File: src/rtl/cpu_pkg.sv
// Shared definitions for the fetch-stage predictor: prediction modes,
// the PC increment and saturating counter helpers.
package cpu_pkg;

  // Sequential fetch advances by one halfword-aligned instruction.
  localparam int unsigned PC_STEP = 2;

  // Widest direction counter the helpers support.
  localparam int unsigned CTR_MAX_W = 4;

  typedef enum logic [1:0] {
    PM_STATIC    = 2'd0,
    PM_BIMODAL   = 2'd1,
    PM_HIT_TAKEN = 2'd2
  } pred_mode_e;

  // Increment a counter of 'width' bits, holding at its all-ones value.
  function automatic logic [CTR_MAX_W-1:0] ctr_inc_sat(
    input logic [CTR_MAX_W-1:0] val,
    input int unsigned          width
  );
    logic [CTR_MAX_W-1:0] maxVal;
    maxVal = CTR_MAX_W'((1 << width) - 1);
    return (val >= maxVal) ? maxVal : val + CTR_MAX_W'(1);
  endfunction

  // Decrement a counter of 'width' bits, holding at zero; an out-of-range
  // input is pulled back to the top of the legal range.
  function automatic logic [CTR_MAX_W-1:0] ctr_dec_sat(
    input logic [CTR_MAX_W-1:0] val,
    input int unsigned          width
  );
    logic [CTR_MAX_W-1:0] maxVal;
    maxVal = CTR_MAX_W'((1 << width) - 1);
    if (val > maxVal) begin
      return maxVal;
    end
    return (val == '0) ? '0 : val - CTR_MAX_W'(1);
  endfunction

endpackage

File: src/rtl/bimodal_btb_if.sv
// Fetch lookup, execute update and performance counter signals of the
// branch target buffer. The master drives requests, the slave predicts.
interface bimodal_btb_if #(
  parameter int PC_W   = 16,
  parameter int PERF_W = 16
);

  logic              lookup_valid;
  logic [PC_W-1:0]   lookup_pc;
  logic              pred_hit;
  logic              pred_taken;
  logic [PC_W-1:0]   pred_target;

  logic              upd_valid;
  logic [PC_W-1:0]   upd_pc;
  logic              upd_is_branch;
  logic              upd_taken;
  logic [PC_W-1:0]   upd_target;
  logic              upd_mispredict;

  logic [PERF_W-1:0] perf_lookups;
  logic [PERF_W-1:0] perf_mispredicts;

  modport master (
    output lookup_valid, lookup_pc,
    output upd_valid, upd_pc, upd_is_branch, upd_taken, upd_target, upd_mispredict,
    input  pred_hit, pred_taken, pred_target,
    input  perf_lookups, perf_mispredicts
  );

  modport slave (
    input  lookup_valid, lookup_pc,
    input  upd_valid, upd_pc, upd_is_branch, upd_taken, upd_target, upd_mispredict,
    output pred_hit, pred_taken, pred_target,
    output perf_lookups, perf_mispredicts
  );

endinterface

File: src/rtl/btb_sat_counter.sv
// Event counter that sticks at all-ones instead of wrapping.
module btb_sat_counter #(
  parameter int W = 16
) (
  input  logic         clk,
  input  logic         reset,
  input  logic         en_i,
  output logic [W-1:0] count_o
);

  logic [W-1:0] count_q;
  logic [W-1:0] count_d;

  // Next count: step once per enabled cycle until all-ones is reached.
  always_comb begin
    count_d = count_q;
    if (en_i && (count_q != '1)) begin
      count_d = count_q + W'(1);
    end
  end

  // Count register, cleared while reset is low.
  always_ff @(posedge clk) begin
    if (!reset) begin
      count_q <= '0;
    end else begin
      count_q <= count_d;
    end
  end

  assign count_o = count_q;

endmodule

File: src/rtl/bimodal_btb.sv
// Tag-checked branch target buffer with a per-entry saturating direction
// counter. Fetch gets a zero-latency prediction; execute trains the table.
module bimodal_btb
  import cpu_pkg::*;
#(
  parameter int PC_W      = 16,
  parameter int INDEX_W   = 4,
  parameter int CTR_W     = 2,
  parameter int PRED_MODE = 1,
  parameter int BYPASS    = 1,
  parameter int PERF_W    = 16
) (
  input logic          clk,
  input logic          reset,
  bimodal_btb_if.slave btb
);

  localparam int ENTRIES = 1 << INDEX_W;
  localparam int TAG_W   = PC_W - INDEX_W - 1;

  localparam logic [CTR_W-1:0] CTR_WEAK_NT = CTR_W'((1 << (CTR_W - 1)) - 1);
  localparam logic [CTR_W-1:0] CTR_WEAK_T  = CTR_W'(1 << (CTR_W - 1));
  localparam pred_mode_e       MODE        = pred_mode_e'(PRED_MODE);

  typedef struct packed {
    logic             valid;
    logic [TAG_W-1:0] tag;
    logic [PC_W-1:0]  target;
    logic [CTR_W-1:0] ctr;
  } entry_t;

  entry_t table_q [ENTRIES];
  entry_t entry_d;

  logic [PC_W-2:0]    lkHalf;
  logic [INDEX_W-1:0] lkIdx;
  logic [TAG_W-1:0]   lkTag;
  logic [PC_W-2:0]    updHalf;
  logic [INDEX_W-1:0] updIdx;
  logic [TAG_W-1:0]   updTag;
  logic               updHit;
  logic               updWrite;
  entry_t             lkEntry;
  logic               predHit;
  logic               predTaken;
  logic [PC_W-1:0]    predTarget;

  // Bit 0 of a PC is always zero, so fields are cut from the halfword address.
  assign lkHalf  = (PC_W-1)'(btb.lookup_pc >> 1);
  assign lkIdx   = lkHalf[INDEX_W-1:0];
  assign lkTag   = lkHalf[PC_W-2:INDEX_W];
  assign updHalf = (PC_W-1)'(btb.upd_pc >> 1);
  assign updIdx  = updHalf[INDEX_W-1:0];
  assign updTag  = updHalf[PC_W-2:INDEX_W];
  assign updHit  = table_q[updIdx].valid && (table_q[updIdx].tag == updTag);

  // Build the new contents of the slot addressed by the resolving instruction.
  always_comb begin
    updWrite = 1'b0;
    entry_d  = table_q[updIdx];
    if (reset && btb.upd_valid) begin
      if (btb.upd_is_branch) begin
        updWrite       = 1'b1;
        entry_d.target = btb.upd_target;
        if (updHit) begin
          if (btb.upd_taken) begin
            entry_d.ctr = CTR_W'(ctr_inc_sat(CTR_MAX_W'(table_q[updIdx].ctr), CTR_W));
          end else begin
            entry_d.ctr = CTR_W'(ctr_dec_sat(CTR_MAX_W'(table_q[updIdx].ctr), CTR_W));
          end
        end else begin
          entry_d.valid = 1'b1;
          entry_d.tag   = updTag;
          entry_d.ctr   = btb.upd_taken ? CTR_WEAK_T : CTR_WEAK_NT;
        end
      end else if (updHit) begin
        updWrite      = 1'b1;
        entry_d.valid = 1'b0;
      end
    end
  end

  // Table storage; reset forgets every entry and re-arms counters weak-not-taken.
  always_ff @(posedge clk) begin
    if (!reset) begin
      for (int i = 0; i < ENTRIES; i++) begin
        table_q[i].valid <= 1'b0;
        table_q[i].ctr   <= CTR_WEAK_NT;
      end
    end else if (updWrite) begin
      table_q[updIdx] <= entry_d;
    end
  end

  // Prediction for the fetch PC, optionally seeing a same-slot update early.
  always_comb begin
    lkEntry = table_q[lkIdx];
    if ((BYPASS != 0) && updWrite && (updIdx == lkIdx)) begin
      lkEntry = entry_d;
    end
    predHit = reset && btb.lookup_valid && lkEntry.valid && (lkEntry.tag == lkTag);
    case (MODE)
      PM_STATIC:    predTaken = 1'b0;
      PM_BIMODAL:   predTaken = predHit && lkEntry.ctr[CTR_W-1];
      PM_HIT_TAKEN: predTaken = predHit;
      default:      predTaken = 1'b0;
    endcase
    predTarget = predTaken ? lkEntry.target : btb.lookup_pc + PC_W'(PC_STEP);
  end

  assign btb.pred_hit    = predHit;
  assign btb.pred_taken  = predTaken;
  assign btb.pred_target = predTarget;

  btb_sat_counter #(
    .W (PERF_W)
  ) uPerfLookups (
    .clk     (clk),
    .reset   (reset),
    .en_i    (btb.lookup_valid),
    .count_o (btb.perf_lookups)
  );

  btb_sat_counter #(
    .W (PERF_W)
  ) uPerfMispredicts (
    .clk     (clk),
    .reset   (reset),
    .en_i    (btb.upd_valid && btb.upd_mispredict),
    .count_o (btb.perf_mispredicts)
  );

endmodule

File: src/flat_wrapper.sv
// flat-port wrapper written by rule: the top's interface ports become plain ports
module bimodal_btb_flat import cpu_pkg::*;
#(
  parameter int PC_W      = 16,
  parameter int INDEX_W   = 4,
  parameter int CTR_W     = 2,
  parameter int PRED_MODE = 1,
  parameter int BYPASS    = 1,
  parameter int PERF_W    = 16
)
  (clk, reset, btb_lookup_valid, btb_lookup_pc, btb_upd_valid, btb_upd_pc, btb_upd_is_branch, btb_upd_taken, btb_upd_target, btb_upd_mispredict, btb_pred_hit, btb_pred_taken, btb_pred_target, btb_perf_lookups, btb_perf_mispredicts);
  bimodal_btb_if #(.PC_W(PC_W), .PERF_W(PERF_W)) btb_i ();
  input logic clk;
  input logic reset;
  input wire logic [$bits(btb_i.lookup_valid)-1:0] btb_lookup_valid;
  input wire logic [$bits(btb_i.lookup_pc)-1:0] btb_lookup_pc;
  input wire logic [$bits(btb_i.upd_valid)-1:0] btb_upd_valid;
  input wire logic [$bits(btb_i.upd_pc)-1:0] btb_upd_pc;
  input wire logic [$bits(btb_i.upd_is_branch)-1:0] btb_upd_is_branch;
  input wire logic [$bits(btb_i.upd_taken)-1:0] btb_upd_taken;
  input wire logic [$bits(btb_i.upd_target)-1:0] btb_upd_target;
  input wire logic [$bits(btb_i.upd_mispredict)-1:0] btb_upd_mispredict;
  output wire logic [$bits(btb_i.pred_hit)-1:0] btb_pred_hit;
  output wire logic [$bits(btb_i.pred_taken)-1:0] btb_pred_taken;
  output wire logic [$bits(btb_i.pred_target)-1:0] btb_pred_target;
  output wire logic [$bits(btb_i.perf_lookups)-1:0] btb_perf_lookups;
  output wire logic [$bits(btb_i.perf_mispredicts)-1:0] btb_perf_mispredicts;
  assign btb_i.lookup_valid = btb_lookup_valid;
  assign btb_i.lookup_pc = btb_lookup_pc;
  assign btb_i.upd_valid = btb_upd_valid;
  assign btb_i.upd_pc = btb_upd_pc;
  assign btb_i.upd_is_branch = btb_upd_is_branch;
  assign btb_i.upd_taken = btb_upd_taken;
  assign btb_i.upd_target = btb_upd_target;
  assign btb_i.upd_mispredict = btb_upd_mispredict;
  assign btb_pred_hit = btb_i.pred_hit;
  assign btb_pred_taken = btb_i.pred_taken;
  assign btb_pred_target = btb_i.pred_target;
  assign btb_perf_lookups = btb_i.perf_lookups;
  assign btb_perf_mispredicts = btb_i.perf_mispredicts;
  bimodal_btb #(.PC_W(PC_W), .INDEX_W(INDEX_W), .CTR_W(CTR_W), .PRED_MODE(PRED_MODE), .BYPASS(BYPASS), .PERF_W(PERF_W)) u_core (.clk(clk), .reset(reset), .btb(btb_i));
endmodule
File: config.mk
export PLATFORM = sky130hd
export DESIGN_NAME = bimodal_btb_flat
export DESIGN_NICKNAME = d
export VERILOG_FILES = /design/src/rtl/cpu_pkg.sv /design/src/rtl/bimodal_btb_if.sv /design/src/rtl/btb_sat_counter.sv /design/src/rtl/bimodal_btb.sv /design/src/flat_wrapper.sv
export SDC_FILE = /design/constraint.sdc
export NUM_CORES = 1
export LEC_CHECK = 0
export BUFFER_PORTS_ARGS = -buffer_cell sky130_fd_sc_hd__buf_2
export CAP_MARGIN = 10
export CORE_MARGIN = 8
export CORE_UTILIZATION = 35
export CTS_CLUSTER_DIAMETER = 120
export DETAILED_ROUTE_END_ITERATION = 10
export PLACE_DENSITY_LB_ADDON = 0.08
export SYNTH_ARGS = -nofsm -noshare
export SYNTH_HDL_FRONTEND = slang
export SYNTH_SLANG_ARGS = --single-unit
File: constraint.sdc
create_clock -name clk -period 16.6 [get_ports clk]
set_input_delay 3.32 -clock clk [delete_from_list [all_inputs] [get_ports clk]]
set_output_delay 3.32 -clock clk [all_outputs]
set_load 0.02 [all_outputs]
======== After elaboration in Yosys (flattened, before gate mapping) ========
Memory sizes are Yosys's and may differ from the RTL's.
Index checks and enable logic that the tools add are counted.
word-level totals
  memories kept ........................... 1
  bits in registers ....................... 32
  output and inout bits ................... 50
  bits in writable memories ............... 480
  logic and storage cells ................. 48
operators by class
  equal/unequal tests ..................... 5
  reduce and logical (&&, ||, !) cells .... 12
  magnitude comparators ................... 1
  mux-type cells .......................... 22
  add/subtract/negate cells ............... 5
memory list
  name            depth  width  rd ports  clocked after memory_dff  write ports  line               RTL
  u_core.table_q  16     30     2         0                         16           bimodal_btb.sv:32  entry_t table_q [ENTRIES];
operator list
  operator                 number
  $mux W30                 3
  $add A16 B1 Y16 const B  2
  $ne A16 B16 Y1 const B   2
  $reduce_or A30 Y1        1
  $mux W29                 1
  $eq A11 B11 Y1           2
  $add A16 B2 Y16 const B  1
  $mux W16                 1
  $mux W12                 1
  $mux W2                  6
  $logic_and A1 B1 Y1      10
  $mux W1                  9
  $eq A4 B4 Y1             1
  $mux W4                  1
  $add A2 B1 Y2 const B    1
  $ge A2 B2 Y1 const B     1
  $logic_not A2 Y1         1
  $sub A2 B1 Y2 const B    1

======== Logic depth before layout (Yosys ltp) ========
Gate-level depths: netlist of the first run.
An unclocked memory read counts as a cell.
  word-level depth ........................ 12
  mapped depth ............................ 19
  gate-level depth less buffers ........... 13

======== Hierarchy ========
From an unflattened synthesis of the first run, not the netlist that was laid out.
unflattened totals
  cell total of the unflattened synthesis .. 1,568
  area total of the unflattened synthesis .. 25,974.9 µm²
modules (own cells, without submodules)
  module           times used  area an instance (µm²)  cells an instance  seq. area each (µm²)
  bimodal_btb      1           24,300.8                1,374              14,253.7
  btb_sat_counter  2           837.1                   97                 320.3

======== Least setup slack after synthesis of the first run ========
No wires, ideal clock.
  path kind ............................... input to output
  start point ............................. input port btb_upd_pc[4]
  end point ............................... output port btb_pred_target[10]
  buffers on the path ..................... 4
  stages .................................. 16
  path slack .............................. 5.612 ns
  arrival time ............................ 7.668 ns
  cell sequence ........................... clkbuf_2 > clkbuf_1 > mux4_2 > mux2i_1 > xnor2_1 > nor4_2 > o22ai_1 > or4b_1 > buf_6 > nand2_8 > mux2_2 > xnor2_1 > o2111ai_4 > nor4_4 > buf_8 > mux2i_1
RTL lines
  what                line                RTL
  start: declaration  flat_wrapper.sv:18  input wire logic [$bits(btb_i.upd_pc)-1:0] btb_upd_pc;
  end: declaration    flat_wrapper.sv:25  output wire logic [$bits(btb_i.pred_target)-1:0] btb_pred_target;

==> results of run 1 <==
==> per-layer routing <==
layer  up-vias  track usage, %  wire length [µm]
li1       6246               -                 -
met1      7833            25.5             33600
met2       487            31.0             37800
met3       114            4.38              5350
met4         4            4.66              1820
met5         -               0                24
==> per-stage QoR <==
stage | setup slack, ps | hold WS (ps) | total power [mW]
2_1_floorplan | 5610 | 445 | 1.66
3_3_place_gp | 3430 | 457 | 1.75
3_5_place_dp | 3390 | 465 | 1.75
4_1_cts | 3390 | 474 | 2.97
5_1_grt | 3550 | 508 | 3.04
6_report | 3800 | 474 | 2.94
==> worst max-delay path by stage <==
stage             startpoint             endpoint  slack, ps  cells after the start
5_1_grt        btb_upd_pc[1]   btb_pred_target[9]       3550                     16
2_1_floorplan  btb_upd_pc[4]  btb_pred_target[10]       5610                     16
3_5_place_dp   btb_upd_pc[3]   btb_pred_target[9]       3390                     16
4_1_cts        btb_upd_pc[3]   btb_pred_target[9]       3390                     16
6_report       btb_upd_pc[4]   btb_pred_target[9]       3800                     16
3_3_place_gp   btb_upd_pc[3]   btb_pred_target[9]       3430                     16
==> synthesized netlist by cell type, types with 7 or more instances <==
cell type / number
nand3_1: 38
and2_1: 30
dfxtp_1: 48
nand2_1: 137
mux4_2: 271
buf_2: 15
mux2i_1: 52
nand4_1: 15
o21ai_0: 33
a21oi_1: 12
edfxtp_1: 464
inv_1: 31
mux2_2: 17
clkbuf_1: 50
nor2_1: 38
nor3_1: 8
buf_1: 19
xnor2_1: 57
mux4_1: 7
nor2b_1: 8
xor2_1: 12
and3_1: 16
==> layout by cell type, fill, tap and decap left out, types with 18 or more instances in the layout <==
cell type / synthesis / layout
buf_4: 3 / 40
nor2_1: 38 / 37
and2_1: 30 / 30
nand2_1: 137 / 137
mux4_2: 271 / 271
o21ai_0: 33 / 32
clkbuf_16: 0 / 58
edfxtp_1: 464 / 464
buf_2: 15 / 97
mux2i_1: 52 / 52
xnor2_1: 57 / 57
nand3_1: 38 / 38
dfxtp_1: 48 / 48
clkbuf_1: 50 / 18
==> registers in the layout, indices dropped and copies added, names as in the netlist <==
signal,flops
u_core.uPerfMispredicts.count_o,16
u_core.table_q,480
u_core.uPerfLookups.count_o,16
==> logic make-up after synthesis <==
group           Yosys count  synth area share (%)
flops                   512                  58.4
xor+xnor                 69                  2.37
buf+inv                 133                  2.65
mux                     355                  27.9
fa+ha+maj                 3                 0.147
compound gates           80                  2.08
simple gates            326                  6.39
==> critical path, cell delays in order <==
cell and delay, ps:
buf_4 680, buf_4 550, mux4_2 370, mux2i_1 390, xnor2_1 190, nor3_2 130, o22ai_1 150, or4b_1 880
nand2_8 270, mux2_2 520, xnor2_1 290, o2111ai_4 150, nor4_4 300, buf_4 410, mux2i_1 510, buf_2 260
==> power by group <==
group          switching (mW)  internal (mW)
sequential            0.00361           1.44
combinational           0.168          0.110
clock                   0.530          0.689
==> final cells by class <==
type / count / area share, %
Sequential cell: 512 / 51.8
Clock buffer: 76 / 5.29
Timing Repair Buffer: 141 / 2.90
Antenna cell: 1 / 0.00871
Tap cell: 959 / 4.18
Inverter: 31 / 0.405
Clock inverter: 26 / 0.823
Multi-Input combinational cell: 833 / 34.6
==> impl_metrics.ini, run 1 <==
[status]
outcome = complete, no violations

[setup_path]
crit_arrival_ps = 9480
r2r_end = u_core.table_q[8][4]
reg2reg_from = u_core.table_q[6][25]
critPathLaunchType = primary input
cp_data_required_time_ps = 13280
cp_max_fo = 55
cp-end-kind = output port
r2r_setup_slack_ps = 11740
r2r_cells = 14
path_class = primary input to output port

[clock_tree]
ctsResizeCount = 0
cts_setup_buffers = 0
clkTransAtPathRegs_ps = 60
clk_latency_ps = 630
cts_sinks = 512
cts_buffer_depth = 3
root_buffer = clkbuf_16
numCtsBuffers = 58
hold_buffers = 0
h-tree-depth = 2
cts_tree = done

[yosys]
synth_warnings = 0
syn_area_um2 = 25500
yosys.area.top_type = edfxtp_1
synth_top_area_share_pct = 54.6
ys_seq_area_share_pct = 58.4
async_flop_share_pct = 0
synth_fp_nets = 1536
synth.area.top_cells = edfxtp_1 (55%), mux4_2 (24%), dfxtp_1 (3.8%), mux2i_1 (2.0%), nand2_1 (2.0%)
synth-edff-count = 464
synthFlopType = edfxtp_1
synth_seq_cells = 512
syn_area_per_cell_um2 = 17.3
yosysUniqueCellTypes = 72
synth_cells = 1478

[route]
drt_iter0_drc = 1231
vias = 14684
wl_per_cell_um = 30.5
route.detailed.drc = 0
ant_nets = 0
viasPerCell = 5.69
dr.pass1.iters = 7
routed_wl_um = 78500

[sta]
hold_viol = 0
fin_tns_setup_ps = 0
tightest_slew_ps = 1080
rsz0062_at_grt = false
period_share_pct = 77.1
fmax_mhz = 78.1
finalClockSkew_ps = 22.0
setup_violations = 0
slew_headroom_pct = 27.7
slew_violations = 0
min_period_ps = 12800

[floorplanning]
fp.dieArea_um2 = 81700
core_um2 = 72600
io_pins = 105
die_h_um = 286
row_count = 99
fp.dieW_um = 286
start_util_pct = 35.1

[power]
p_per_area_nw_per_um2 = 102
leakage_nw = 9.52
ir_worst_vdd_mv = 0.0751

[place]
dpl.hpwl_um = 46500
dp_cells = 2474
dpl_cell_area_um2 = 27000
gp_congestion = 0.789
port-buffer-count = 103

[min_path]
min_from = u_core.table_q[8][29]
whs_path_depth = 2
hold-path-endpoint = u_core.table_q[8][29]
min_path_type = flop to flop

[cells_and_area]
register_area_um2 = 14900
layoutNonFillerInstCount = 2579
post-route-util_pct = 39.6
fin_nets = 1635
finish.instance_area_um2 = 28700
syn_to_final_growth_pct = 12.7
drive_gt1_share_pct = 33.6
multiInputGateArea_um2 = 9930
fillers = 6625

[global_route]
first_global_vias = 15471
grt_overflow_total = 0
grt_pass1_wl_um = 113000
grt_max_degree = 68
track_usage_pct = 18.9
antenna_found_initial = 3

[job]
maxCapViolCount = 0
Note: power is estimated with default switching activity, not from simulation.
==> run 2: changes to the inputs <==
clock period = 13.19 ns   (was 16.6 ns; I/O delays follow)
==> run 2 against run 1 <==
Wire length increased by 0.71%. Via count decreased by 0.13%. Clock skew increased by 2.6 ps. Flip-flop and latch count unchanged. Largest power group unchanged. Cell count increased by 0.39%.
==> impl_metrics.ini, run 2 (same netlist as run 1, synthesis figures left out) <==
[clock_tree]
h-tree-depth = 2
clkTransAtPathRegs_ps = 60
root_buffer = clkbuf_16
ctsResizeCount = 0
cts_sinks = 512
hold_buffers = 0
cts_tree = done
clk_latency_ps = 630
cts_setup_buffers = 0
cts_buffer_depth = 3
numCtsBuffers = 59

[setup_path]
cp_max_fo = 47
cp-end-kind = output port
path_buf_inv = 4
path_class = primary input to output port
r2r_setup_slack_ps = 8380
r2r_cells = 14
reg2reg_from = u_core.table_q[14][24]
critPathLaunchType = primary input
path_delay_family = buffers and inverters
cp_cell_sequence = buf_4 > buf_4 > mux4_2 > mux2i_1 > mux2i_1 > xnor2_1 > nand4_2 > or4b_1 > nand2_8 > mux2_2 > xnor2_1 > o2111ai_4 > nor4_4 > buf_4 > mux2i_1 > buf_2
max_stage_delay_ps = 810
cp_data_required_time_ps = 10550
crit_arrival_ps = 8850
r2r_end = u_core.table_q[8][3]
worst_path_max_delay_cell = or4b_1

[power]
leakage_nw = 9.62
p_per_area_nw_per_um2 = 132
ir_worst_vdd_mv = 0.0971

[cells_and_area]
syn_to_final_growth_pct = 13.5
largest_register_ff_count = 480
final_common_cell = edfxtp_1
register_area_um2 = 14900
multiInputGateArea_um2 = 9930
layoutNonFillerInstCount = 2589
finish.instance_area_um2 = 28900
largest-register = u_core.table_q
post-route-util_pct = 39.9
fin_nets = 1637
fillers = 6675
drive_gt1_share_pct = 34.1
final_cell_mix = edfxtp_1 (464), mux4_2 (271), nand2_1 (137)

[place]
pre_cts_slack_ps = 1760
port-buffer-count = 103
dpl_cell_area_um2 = 27000
dp_cells = 2476
dpl.hpwl_um = 46000
gp_congestion = 0.792

[floorplanning]
start_util_pct = 35.1
io_pins = 105
core_um2 = 72600
fp.dieW_um = 286
row_count = 99
die_h_um = 286
fp.dieArea_um2 = 81700

[route]
drt_iter0_drc = 1189
vias = 14665
dr.pass1.iters = 5
wl_per_cell_um = 30.5
viasPerCell = 5.66
route.detailed.drc = 0
routed_wl_um = 79100
ant_nets = 0

[sta]
min_period_ps = 11490
slew_headroom_pct = 24.7
fin_tns_setup_ps = 0
rsz0062_at_grt = false
fmax_mhz = 87.1
finalClockSkew_ps = 24.6
tightest_slew_ps = 1120
slew_violations = 0
period_share_pct = 87.1
setup_violations = 0
hold_viol = 0
setup_ws_ps = 1700

[global_route]
antenna_found_initial = 3
first_global_vias = 15555
track_usage_pct = 19.2
grt_pass1_wl_um = 113000
grt_max_degree = 75
grt_overflow_total = 0

[min_path]
min_path_type = flop to flop
min_from = u_core.table_q[11][29]
hold-path-endpoint = u_core.table_q[11][29]
whs_path_depth = 2

[job]
maxCapViolCount = 0

[status]
outcome = complete, no violations
-- run 2: where the power goes --
part           total, mW  internal, mW  switching, mW  leakage, nW
Sequential          1.81          1.81        0.00450         4.55
Combinational      0.349         0.138          0.212         4.11
Clock               1.65         0.980          0.671        0.947
Total               3.81          2.93          0.887         9.62
-- run 2: cell type report --
type | instances | share of cell area (%)
antenna | 1 | 0.00865
clock buffer | 74 | 5.30
clock inverter | 37 | 1.43
inverter | 31 | 0.402
multi-input combinational | 833 | 34.3
sequential | 512 | 51.5
tap | 959 | 4.15
timing repair buffer | 142 | 2.91
-- run 2: metal layers --
layer / wire length, µm / vias to the layer above / GRT usage [%] / share of wire (%)
li1: - / 6251 / - / -
met1: 34300 / 7803 / 26.1 / 43
met2: 37600 / 488 / 31.2 / 48
met3: 5120 / 121 / 3.85 / 6.5
met4: 2050 / 2 / 5.25 / 2.6
met5: 13 / - / 0 / 0.016
-- run 2: worst max-delay path by stage --
stage	from	end	slack, ps	depth (start not counted)
CTS	btb_upd_pc[4]	btb_pred_target[9]	1760	16
finish	btb_upd_pc[4]	btb_pred_target[8]	1700	16
global route	btb_upd_pc[4]	btb_pred_target[9]	1490	16
detailed placement	btb_upd_pc[4]	btb_pred_target[9]	1760	16
global placement	btb_upd_pc[4]	btb_pred_target[9]	1810	16
floorplan	btb_upd_pc[4]	btb_pred_target[10]	3570	16
-- run 2: metrics by stage --
step / hold WS (ps) / power (mW)
finish: 486 / 3.81
global route: 508 / 3.95
CTS: 484 / 3.87
detailed placement: 476 / 2.20
global placement: 465 / 2.20
floorplan: 445 / 2.09
-- run 2: worst min-delay path, cell delays in order, from the launching register on --
cell	delay, ps
dfxtp_1	320
nand2_1	50
mux2i_1	60
==> run 3: changes to the inputs <==
MAX_ROUTING_LAYER = met4   (was default)
==> run 3 against run 2 <==
Sequential share of layout area about the same. Core utilization barely moved. Global-route usage up 0.57 points. Die area stayed put. Critical path depth unchanged. First-iteration DRC count fell by 7.7%. Register-to-register slack about the same. Hold slack got worse by 3.3 ps. Clock-buffer cell count did not move. Final area about the same. Clock skew about the same. Non-clock buffer count unchanged. Critical endpoint is now btb_pred_target[9]. Largest cell class unchanged. Largest power group unchanged.
==> impl_metrics.ini, run 3 (same netlist as run 1, synthesis figures left out) <==
[cells_and_area]
post-route-util_pct = 39.9
final_cell_mix = edfxtp_1 (464), mux4_2 (271), nand2_1 (137)
final_common_cell = edfxtp_1
largest-register = u_core.table_q
register_area_um2 = 14900
largest_register_ff_count = 480
multiInputGateArea_um2 = 9930
drive_gt1_share_pct = 34.1
syn_to_final_growth_pct = 13.5
fillers = 6674
fin_nets = 1637

[power]
p_per_area_nw_per_um2 = 132
leakage_nw = 9.62
ir_worst_vdd_mv = 0.0968
finalPower_mw = 3.81

[global_route]
first_global_vias = 15555
antenna_found_initial = 3
track_usage_pct = 19.7
grt_overflow_total = 0
grt_max_degree = 75
grt_pass1_wl_um = 113000

[sta]
rsz0062_at_grt = false
min_period_ps = 11500
finalClockSkew_ps = 24.1
slew_violations = 0
period_share_pct = 87.2
hold_viol = 0
tightest_slew_ps = 1150
slew_headroom_pct = 22.7
fin_tns_setup_ps = 0
setup_violations = 0
fmax_mhz = 87.0

[clock_tree]
clk_latency_ps = 630
cts_buffer_depth = 3
numCtsBuffers = 59
cts_sinks = 512
clkTransAtPathRegs_ps = 60
cts_setup_buffers = 0
cts_tree = done
hold_buffers = 0
ctsResizeCount = 0
h-tree-depth = 2
root_buffer = clkbuf_16

[route]
vias = 14706
viasPerCell = 5.68
ant_nets = 0
wl_per_cell_um = 30.6
dr.pass1.iters = 5
route.detailed.drc = 0
routed_wl_um = 79200
drt_iter0_drc = 1097

[floorplanning]
fp.dieArea_um2 = 81700
die_h_um = 286
row_count = 99
io_pins = 105
start_util_pct = 35.1
fp.dieW_um = 286
core_um2 = 72600

[setup_path]
r2r_cells = 14
max_stage_delay_ps = 810
path_class = primary input to output port
worst_path_max_delay_cell = or4b_1
cp_max_fo = 47
r2r_setup_slack_ps = 8370
crit_arrival_ps = 8860
critPathLaunchType = primary input
cp_data_required_time_ps = 10550
cp-end-kind = output port
cp_cell_sequence = buf_4 > buf_4 > mux4_2 > mux2i_1 > mux2i_1 > xnor2_1 > nand4_2 > or4b_1 > nand2_8 > mux2_2 > xnor2_1 > o2111ai_4 > nor4_4 > buf_4 > mux2i_1 > buf_2

[place]
dpl.hpwl_um = 46000
gp_congestion = 0.803
port-buffer-count = 103

[status]
outcome = complete, no violations

[min_path]
whs_path_depth = 2
min_path_type = flop to flop

[job]
maxCapViolCount = 0
[run 3: cell count changes in the layout (fill, tap and decap cells not counted), sizes merged]
| cell | change |
|---|---|
| diode | +1 |
[run 3: per-layer routing]
layer | up-vias | GRT usage [%] | wire length (µm)
li1 | 6258 | - | -
met1 | 7854 | 26.2 | 34800
met2 | 471 | 31.2 | 37800
met3 | 123 | 3.63 | 4530
met4 | 0 | 5.25 | 2100
met5 | - | - | 0
[run 3: area by class of cell]
type / instances / share of cell area (%)
sequential: 512 / 51.5
antenna: 2 / 0.0173
clock inverter: 37 / 1.43
clock buffer: 74 / 5.30
tap: 959 / 4.15
timing repair buffer: 142 / 2.91
multi-input combinational: 833 / 34.3
inverter: 31 / 0.402
[run 3: path summary, 6_finish.rpt]
path / startpoint / to
setup / recovery: btb_upd_pc[4] / btb_pred_target[9]
hold / removal: u_core.table_q[11][29] / u_core.table_q[11][29]
setup reg to reg: u_core.table_q[14][24] / u_core.table_q[8][3]
hold reg to reg: u_core.table_q[11][29] / u_core.table_q[11][29]
[run 3: metrics by stage]
step                cells  hold slack [ps]  worst slack [ps]  instance area (µm²)
finish               2590              483              1690                28900
global route         2590              508              1500                28900
CTS                  2587              484              1760                28900
detailed placement   2476              476              1760                27000
global placement     2476              465              1810                27000
floorplan            1478              445              3570                25500
[run 3: report_power, final]
group          internal (mW)  switching [mW]  total, mW  leakage [nW]
Clock                  0.980           0.672       1.65         0.947
Sequential              1.81         0.00453       1.81          4.55
Combinational          0.138           0.211      0.349          4.11
Total                   2.93           0.888       3.81          9.62
[run 3: critical path: cells and delay by family]
kind	cells	cell delay (ps)
compound gates	1	150
xor+xnor	2	650
buf+inv	4	1980
mux	5	1810
simple gates	4	1530
